**src/rtl/alu_issue_seq_pkg.sv**
```systemverilog
// Shared opcode map, FSM state encoding and command layout for the ALU issue sequencer.
package alu_issue_seq_pkg;

  localparam logic [3:0] OP_ADD     = 4'b0000;
  localparam logic [3:0] OP_SUB     = 4'b0001;
  localparam logic [3:0] OP_MUL     = 4'b0010;
  localparam logic [3:0] OP_DIV     = 4'b0011;
  localparam logic [3:0] OP_AND     = 4'b0100;
  localparam logic [3:0] OP_OR      = 4'b0101;
  localparam logic [3:0] OP_XOR     = 4'b0110;
  localparam logic [3:0] OP_SHL     = 4'b0111;
  localparam logic [3:0] OP_SHR     = 4'b1000;
  localparam logic [3:0] OP_MOD     = 4'b1001;
  localparam logic [3:0] OP_MIN     = 4'b1010;
  localparam logic [3:0] OP_MAX     = 4'b1011;
  localparam logic [3:0] OP_INC     = 4'b1100;
  localparam logic [3:0] OP_DEC     = 4'b1101;
  localparam logic [3:0] OP_NOT     = 4'b1110;
  localparam logic [3:0] OP_ILLEGAL = 4'b1111;

  localparam logic [1:0] ST_IDLE    = 2'd0;
  localparam logic [1:0] ST_ISSUE   = 2'd1;
  localparam logic [1:0] ST_CAPTURE = 2'd2;
  localparam logic [1:0] ST_HOLD    = 2'd3;

  typedef struct packed {
    logic [3:0] opt;
    logic [3:0] a;
    logic [3:0] b;
  } cmd_t;

  // Divide by zero and the reserved opcode both produce a flagged, zeroed result.
  function automatic logic cmd_err(input logic [3:0] opt, input logic [3:0] b);
    return ((opt == OP_DIV) && (b == 4'd0)) || (opt == OP_ILLEGAL);
  endfunction

endpackage

```
**src/rtl/alu_issue_seq_if.sv**
```systemverilog
// Command, ALU-drive and result signals of the issue sequencer, bundled as one interface.
interface alu_issue_seq_if;
  logic       in_valid;
  logic       in_ready;
  logic [3:0] in_opt;
  logic [3:0] in_a;
  logic [3:0] in_b;
  logic [3:0] alu_opt;
  logic [3:0] alu_a;
  logic [3:0] alu_b;
  logic [7:0] alu_res;
  logic       res_valid;
  logic       res_ready;
  logic [7:0] res_data;
  logic [3:0] res_opt;
  logic       res_err;
  logic       busy;

  modport slave (
    input  in_valid, in_opt, in_a, in_b, alu_res, res_ready,
    output in_ready, alu_opt, alu_a, alu_b, res_valid, res_data, res_opt, res_err, busy
  );

  modport master (
    output in_valid, in_opt, in_a, in_b, alu_res, res_ready,
    input  in_ready, alu_opt, alu_a, alu_b, res_valid, res_data, res_opt, res_err, busy
  );
endinterface

```
**src/rtl/alu_cmd_fifo.sv**
```systemverilog
// Command FIFO: DEPTH entries of {opt,a,b}, head visible combinationally for same-edge pop.
module alu_cmd_fifo
  import alu_issue_seq_pkg::*;
#(
  parameter int DEPTH = 4
) (
  input  logic                     clk,
  input  logic                     reset,
  input  logic                     push,
  input  cmd_t                     push_data,
  input  logic                     pop,
  output cmd_t                     pop_data,
  output logic                     empty,
  output logic [$clog2(DEPTH):0]   count
);

  localparam int PTR_W = $clog2(DEPTH);
  localparam logic [PTR_W:0] FULL_CNT = (PTR_W + 1)'(DEPTH);
  localparam logic [PTR_W:0] CNT_ONE  = (PTR_W + 1)'(1);
  localparam logic [PTR_W-1:0] PTR_ONE = PTR_W'(1);

  cmd_t             mem [DEPTH];
  logic [PTR_W-1:0] wr_ptr_reg;
  logic [PTR_W-1:0] rd_ptr_reg;
  logic [PTR_W:0]   count_reg;
  logic             do_push;
  logic             do_pop;

  assign do_push = push && (count_reg != FULL_CNT);
  assign do_pop  = pop && (count_reg != '0);

  // DEPTH is a power of two, so pointer overflow is exactly the modulo wrap.
  always_ff @(posedge clk) begin
    if (reset) begin
      wr_ptr_reg <= '0;
      rd_ptr_reg <= '0;
      count_reg  <= '0;
    end else begin
      if (do_push) wr_ptr_reg <= wr_ptr_reg + PTR_ONE;
      if (do_pop)  rd_ptr_reg <= rd_ptr_reg + PTR_ONE;
      case ({do_push, do_pop})
        2'b10:   count_reg <= count_reg + CNT_ONE;
        2'b01:   count_reg <= count_reg - CNT_ONE;
        default: count_reg <= count_reg;
      endcase
    end
  end

  always_ff @(posedge clk) begin
    if (do_push) mem[wr_ptr_reg] <= push_data;
  end

  assign pop_data = mem[rd_ptr_reg];
  assign empty    = (count_reg == '0);
  assign count    = count_reg;

endmodule

```
**src/rtl/alu_issue_seq.sv**
```systemverilog
// Issues queued commands one at a time to a registered ALU and holds each result until consumed.
module alu_issue_seq
  import alu_issue_seq_pkg::*;
#(
  parameter int DEPTH = 4
) (
  input  logic           clk,
  input  logic           reset,
  alu_issue_seq_if.slave bus
);

  localparam int CNT_W = $clog2(DEPTH) + 1;
  localparam logic [CNT_W-1:0] FULL_CNT = CNT_W'(DEPTH);

  logic [1:0]       state_reg;
  logic [1:0]       state_next;
  logic [3:0]       alu_opt_reg;
  logic [3:0]       alu_a_reg;
  logic [3:0]       alu_b_reg;
  logic [7:0]       res_data_reg;
  logic [3:0]       res_opt_reg;
  logic             res_err_reg;
  logic             push;
  logic             pop;
  logic             fifo_empty;
  logic [CNT_W-1:0] fifo_count;
  cmd_t             push_cmd;
  cmd_t             head_cmd;
  logic             cap_err;

  // in_ready is held low while reset is asserted, and never bypasses a full FIFO.
  assign bus.in_ready = !reset && (fifo_count != FULL_CNT);
  assign push         = bus.in_valid && bus.in_ready;
  assign pop          = (state_reg == ST_IDLE) && !fifo_empty;
  assign push_cmd     = '{opt: bus.in_opt, a: bus.in_a, b: bus.in_b};

  alu_cmd_fifo #(.DEPTH(DEPTH)) u_fifo (
    .clk       (clk),
    .reset     (reset),
    .push      (push),
    .push_data (push_cmd),
    .pop       (pop),
    .pop_data  (head_cmd),
    .empty     (fifo_empty),
    .count     (fifo_count)
  );

  always_comb begin
    state_next = state_reg;
    case (state_reg)
      ST_IDLE:    if (!fifo_empty) state_next = ST_ISSUE;
      ST_ISSUE:   state_next = ST_CAPTURE;
      ST_CAPTURE: state_next = ST_HOLD;
      ST_HOLD:    if (bus.res_ready) state_next = ST_IDLE;
      default:    state_next = ST_IDLE;
    endcase
  end

  assign cap_err = cmd_err(alu_opt_reg, alu_b_reg);

  // ALU drive is loaded only on the pop, so it stays put through ISSUE and CAPTURE.
  always_ff @(posedge clk) begin
    if (reset) begin
      state_reg    <= ST_IDLE;
      alu_opt_reg  <= '0;
      alu_a_reg    <= '0;
      alu_b_reg    <= '0;
      res_data_reg <= '0;
      res_opt_reg  <= '0;
      res_err_reg  <= 1'b0;
    end else begin
      state_reg <= state_next;
      if (pop) begin
        alu_opt_reg <= head_cmd.opt;
        alu_a_reg   <= head_cmd.a;
        alu_b_reg   <= head_cmd.b;
      end
      if (state_reg == ST_CAPTURE) begin
        res_data_reg <= cap_err ? 8'h00 : bus.alu_res;
        res_opt_reg  <= alu_opt_reg;
        res_err_reg  <= cap_err;
      end
    end
  end

  assign bus.alu_opt   = alu_opt_reg;
  assign bus.alu_a     = alu_a_reg;
  assign bus.alu_b     = alu_b_reg;
  assign bus.res_valid = (state_reg == ST_HOLD);
  assign bus.res_data  = res_data_reg;
  assign bus.res_opt   = res_opt_reg;
  assign bus.res_err   = res_err_reg;
  assign bus.busy      = !fifo_empty || (state_reg != ST_IDLE);

endmodule
```
**src/flat_wrapper.sv**
```systemverilog
// flat-port wrapper written by rule: the top's interface ports become plain ports
module alu_issue_seq_flat import alu_issue_seq_pkg::*;
#(
  parameter int DEPTH = 4
)
  (clk, reset, bus_in_valid, bus_in_opt, bus_in_a, bus_in_b, bus_alu_res, bus_res_ready, bus_in_ready, bus_alu_opt, bus_alu_a, bus_alu_b, bus_res_valid, bus_res_data, bus_res_opt, bus_res_err, bus_busy);
  alu_issue_seq_if bus_i ();
  input  logic clk;
  input  logic reset;
  input wire logic [$bits(bus_i.in_valid)-1:0] bus_in_valid;
  input wire logic [$bits(bus_i.in_opt)-1:0] bus_in_opt;
  input wire logic [$bits(bus_i.in_a)-1:0] bus_in_a;
  input wire logic [$bits(bus_i.in_b)-1:0] bus_in_b;
  input wire logic [$bits(bus_i.alu_res)-1:0] bus_alu_res;
  input wire logic [$bits(bus_i.res_ready)-1:0] bus_res_ready;
  output wire logic [$bits(bus_i.in_ready)-1:0] bus_in_ready;
  output wire logic [$bits(bus_i.alu_opt)-1:0] bus_alu_opt;
  output wire logic [$bits(bus_i.alu_a)-1:0] bus_alu_a;
  output wire logic [$bits(bus_i.alu_b)-1:0] bus_alu_b;
  output wire logic [$bits(bus_i.res_valid)-1:0] bus_res_valid;
  output wire logic [$bits(bus_i.res_data)-1:0] bus_res_data;
  output wire logic [$bits(bus_i.res_opt)-1:0] bus_res_opt;
  output wire logic [$bits(bus_i.res_err)-1:0] bus_res_err;
  output wire logic [$bits(bus_i.busy)-1:0] bus_busy;
  assign bus_i.in_valid = bus_in_valid;
  assign bus_i.in_opt = bus_in_opt;
  assign bus_i.in_a = bus_in_a;
  assign bus_i.in_b = bus_in_b;
  assign bus_i.alu_res = bus_alu_res;
  assign bus_i.res_ready = bus_res_ready;
  assign bus_in_ready = bus_i.in_ready;
  assign bus_alu_opt = bus_i.alu_opt;
  assign bus_alu_a = bus_i.alu_a;
  assign bus_alu_b = bus_i.alu_b;
  assign bus_res_valid = bus_i.res_valid;
  assign bus_res_data = bus_i.res_data;
  assign bus_res_opt = bus_i.res_opt;
  assign bus_res_err = bus_i.res_err;
  assign bus_busy = bus_i.busy;
  alu_issue_seq #(.DEPTH(DEPTH)) u_core (.clk(clk), .reset(reset), .bus(bus_i));
endmodule
```
**config.mk**
```make
export PLATFORM = sky130hd
export DESIGN_NAME = alu_issue_seq_flat
export DESIGN_NICKNAME = d
export VERILOG_FILES = /design/src/rtl/alu_issue_seq_pkg.sv /design/src/rtl/alu_issue_seq_if.sv /design/src/rtl/alu_cmd_fifo.sv /design/src/rtl/alu_issue_seq.sv /design/src/flat_wrapper.sv
export SDC_FILE = /design/constraint.sdc
export NUM_CORES = 1
export LEC_CHECK = 0
export CAP_MARGIN = 20
export CELL_PAD_IN_SITES_DETAIL_PLACEMENT = 1
export CELL_PAD_IN_SITES_GLOBAL_PLACEMENT = 2
export CORE_UTILIZATION = 37
export DETAILED_ROUTE_END_ITERATION = 6
export GPL_TIMING_DRIVEN = 0
export PLACE_DENSITY = 0.83
export SYNTH_ARGS = -nofsm -noshare
export SYNTH_HDL_FRONTEND = slang
export SYNTH_HIERARCHICAL = 1
export SYNTH_SLANG_ARGS = --single-unit
```
**constraint.sdc**
```tcl
create_clock -name clk -period 3 [get_ports clk]
set_input_delay 0.45 -clock clk [delete_from_list [all_inputs] [get_ports clk]]
set_output_delay 0.45 -clock clk [all_outputs]
set_load 0.005 [all_outputs]
```
==> summary.md <==
| Metric | Value |
|---|---|
| Result of the run | complete, no violations |
| Routed WL | 6.35 mm |
| Die X | slightly below 100 um |
| Startpoint Class | input pin |
| CTS Buf Count | 9 |
| Largest net degree at the start of global routing | 17 |
| End point of the critical path | u_core/u_fifo/count[2] |
| H-tree levels | 3 |
| PD cells | between 700 and 800 nW/um^2 |
| Full die area | approximately 9500 sq um |
| Share of cells above drive strength 1 | 10.2% |
| Number of max-cap violations | 0 |
| ANT cells | 0 |
| DRT iter0 DRCs | 45 |
| Synth top area share | a little over two fifths |
| Maximum root-to-sink buffer count | 2 |
| Synth unique cells | 34 |
| Postcts setup bufs | 0 |
| Reg-to-Reg Start | u_core/u_fifo/count[2] |
| Vias in the first global route | 2056 |
| Slew @ Worst Pin | 0.671 ns |
| Post-synth ARST share | 0% |
| Final setup viols | 0 |
| Synth Net Count | between 200 and 300 |
| Worst setup path category | input pin to register |
| Clk_skew | ~0.01 ns |
| Avg Cell Area, Syn | about 14 sq um |
| Fin. Hold Viols | 0 |
| Core ar. | 8760 sq um |
| Gr ovfl total | 0 |
| Io pins | 52 |
| Area growth from synthesis to final layout | 26.1% |
| Clk sinks | 84 |
| Root Driver | clkbuf_8 |
| Initial antenna violation count | 0 |
| Leakage | 1.46 nW |
| Total number of vias | roughly 2000 |
| Post-CTS Hold Buffers | 0 |
| Post-synth EDFFs | 48 |
| Sum of negative setup slack | 0 ns |
| Synth area leaders | edfxtp_1 (43%), dfxtp_1 (21%), mux4_1 (8.6%) |
| Unrepaired setup endpoints after global routing | false |
| Post-Syn Area | 3370 sq um |
| IO Port Bufs | ~50 |
| Hold/Removal Path Class | register to register |
| RR Endpoint | u_core/u_fifo/count[2] |
| Starting Density | roughly 38% |
| Crit path time final | 2.86 ns |
| Crit path arrival time | approximately 3.2 ns |
| Power Total | ~3.0 mW |
| Seq/Total Area, Yosys | roughly 64% |
| Period utilisation layout | 95.5% |
| Achievable Freq | between 300 and 400 MHz |
| Max FFs per register | 48 |
| Final nets | between 300 and 400 |
| GP Congestion | approximately 0.65 |
| GRT Total Usage | between 10% and 20% |
| Reg2reg path depth | 12 |
| Clock slew at reported path FFs | about 0.090 ns |
| Area leader, netlist | edfxtp_1 |
| First-pass GRT wire length | about 11 mm |
| DRC violations left | 0 |
| Row count | 34 |
| TritonRoute pass-1 iters | 4 |
| Synth Instances | roughly 240 |
| Fin util | approximately half |
| Ys Warns | 6 |
| CTS tree | done |
| Ys flop type | edfxtp_1 |
| Slack of the worst reg-to-reg path | between 0.2 and 0.3 ns |
| VDD IR max | 0.338 mV |
| WL per Instance | 15.4 um |
| Antenna Violating Nets Remaining | 0 |
| Clk_lat worst skew | 0.35 ns |
| Seq cells post-synth | 84 |
| Vias/cell | a little under 5 |
| Fin. max-slew vios | 0 |
| Die Y | a little under 100 um |
| Slew Limit Headroom | between 50% and 60% |
| CP Data Required Time | 3.28 ns |
| Detailed Place HPWL | 4.46 mm |
| Crit path max fanout | 10 |
| Crit path launch | reset |
| Crit end category | register |
==> through the flow <==
stage | cells | setup WS, ns | hold WS [ns] | area [sq um]
2_1_floorplan | 238 | 0.516 | 0.453 | 3370
3_3_place_gp | 397 | -0.393 | 0.448 | 4010
3_5_place_dp | 397 | -0.424 | 0.461 | 4010
4_1_cts | 413 | 0.0969 | 0.473 | 4240
5_1_grt | 413 | 0.00303 | 0.493 | 4240
6_report | 413 | 0.136 | 0.467 | 4240
==> cells in the mapped netlist, types with 2 or more instances <==
cell      number
buf_2          3
a21oi_1       26
edfxtp_1      48
nand2_1       27
mux2i_1       13
and2_1         5
buf_6          3
nor3_1         2
ha_1           8
inv_1         11
nand3_1        2
xor2_1         3
nor2_1        15
o21ai_0        2
clkbuf_1       3
nand2b_1       4
dfxtp_1       36
mux4_1        11
==> report_power, final <==
| group | internal, mW | switching, mW |
|---|---|---|
| clock | 0.482 | 0.419 |
| sequential | 1.32 | 0.0793 |
| combinational | 0.362 | 0.321 |
==> cells in the final DEF (no fill, tap or decap), drive strengths merged, types with 2 or more instances in the layout <==
| cell | count |
|---|---|
| a21oi | 26 |
| and2 | 5 |
| buf | 6 |
| bufinv | 2 |
| clkbuf | 12 |
| clkdlybuf4s50 | 51 |
| dfxtp | 36 |
| edfxtp | 48 |
| ha | 8 |
| inv | 14 |
| mux2i | 13 |
| mux4 | 12 |
| nand2 | 27 |
| nand2b | 4 |
| nand3 | 2 |
| nor2 | 15 |
| nor3 | 3 |
| o21ai | 3 |
| or3 | 2 |
| xor2 | 3 |
==> worst max-delay path, stage by stage <==
cell and delay (ns):
clkdlybuf4s50_1 0.62, clkbuf_4 0.28, a21oi_1 0.06, and2_1 0.17, inv_1 0.08, a31oi_4 0.06, inv_1 0.09, ha_1 0.18
inv_1 0.06, fa_1 0.37, xor2_1 0.16, or3_2 0.41, a21oi_1 0.15
==> kinds of logic after synthesis <==
family / share of synthesized area, %
AND/OR/NAND/NOR: 8.40
AO/OA/AOI/OAI: 6.54
multiplexers: 13.5
flip-flops: 64.2
buffers and inverters: 3.01
adder cells (fa/ha/maj): 3.57
XOR/XNOR: 0.781
==> layout make-up <==
type                            instances  area, sq um
Buffer                                  9         63.8
Multi-Input combinational cell        134         1100
Tap cell                              108          135
Sequential cell                        84         2160
Clock inverter                          7          105
Timing Repair Buffer                   51          510
Inverter                               11         41.3
Clock buffer                            9          124
Fill cell                             905         4520
==> timing repair <==
| action | CTS | global route |
|---|---|---|
| setup endpoints to repair | 1 | 1 |
| endpoints found under the hold margin | 0 | 0 |
| resized for setup | 1 | 2 |
==> per-layer routing <==
layer / global-route usage (%) / wire [um] / up-vias
met4: 5.09 / 77 / 0
met3: 4.82 / 272 / 8
li1: - / - / 991
met1: 19.4 / 3020 / 949
met5: 0 / 0 / -
met2: 23.1 / 2980 / 50
==> how the worst min path moves through the flow <==
| stage | startpoint | end | slack [ns] | cells past startpoint |
|---|---|---|---|---|
| 4_1_cts | u_core/bus.alu_a[2] | u_core/bus.alu_a[2] | 0.47 | 2 |
| 3_5_place_dp | u_core/bus.alu_a[2] | u_core/bus.alu_a[2] | 0.46 | 2 |
| 5_1_grt | u_core/bus.alu_a[1] | u_core/bus.alu_a[1] | 0.49 | 2 |
| 2_1_floorplan | u_core/bus.alu_a[0] | u_core/bus.alu_a[0] | 0.45 | 2 |
| 6_report | u_core/bus.alu_a[2] | u_core/bus.alu_a[2] | 0.47 | 2 |
| 3_3_place_gp | u_core/bus.alu_a[2] | u_core/bus.alu_a[2] | 0.45 | 2 |
Note: power is estimated with default switching activity, not from simulation.
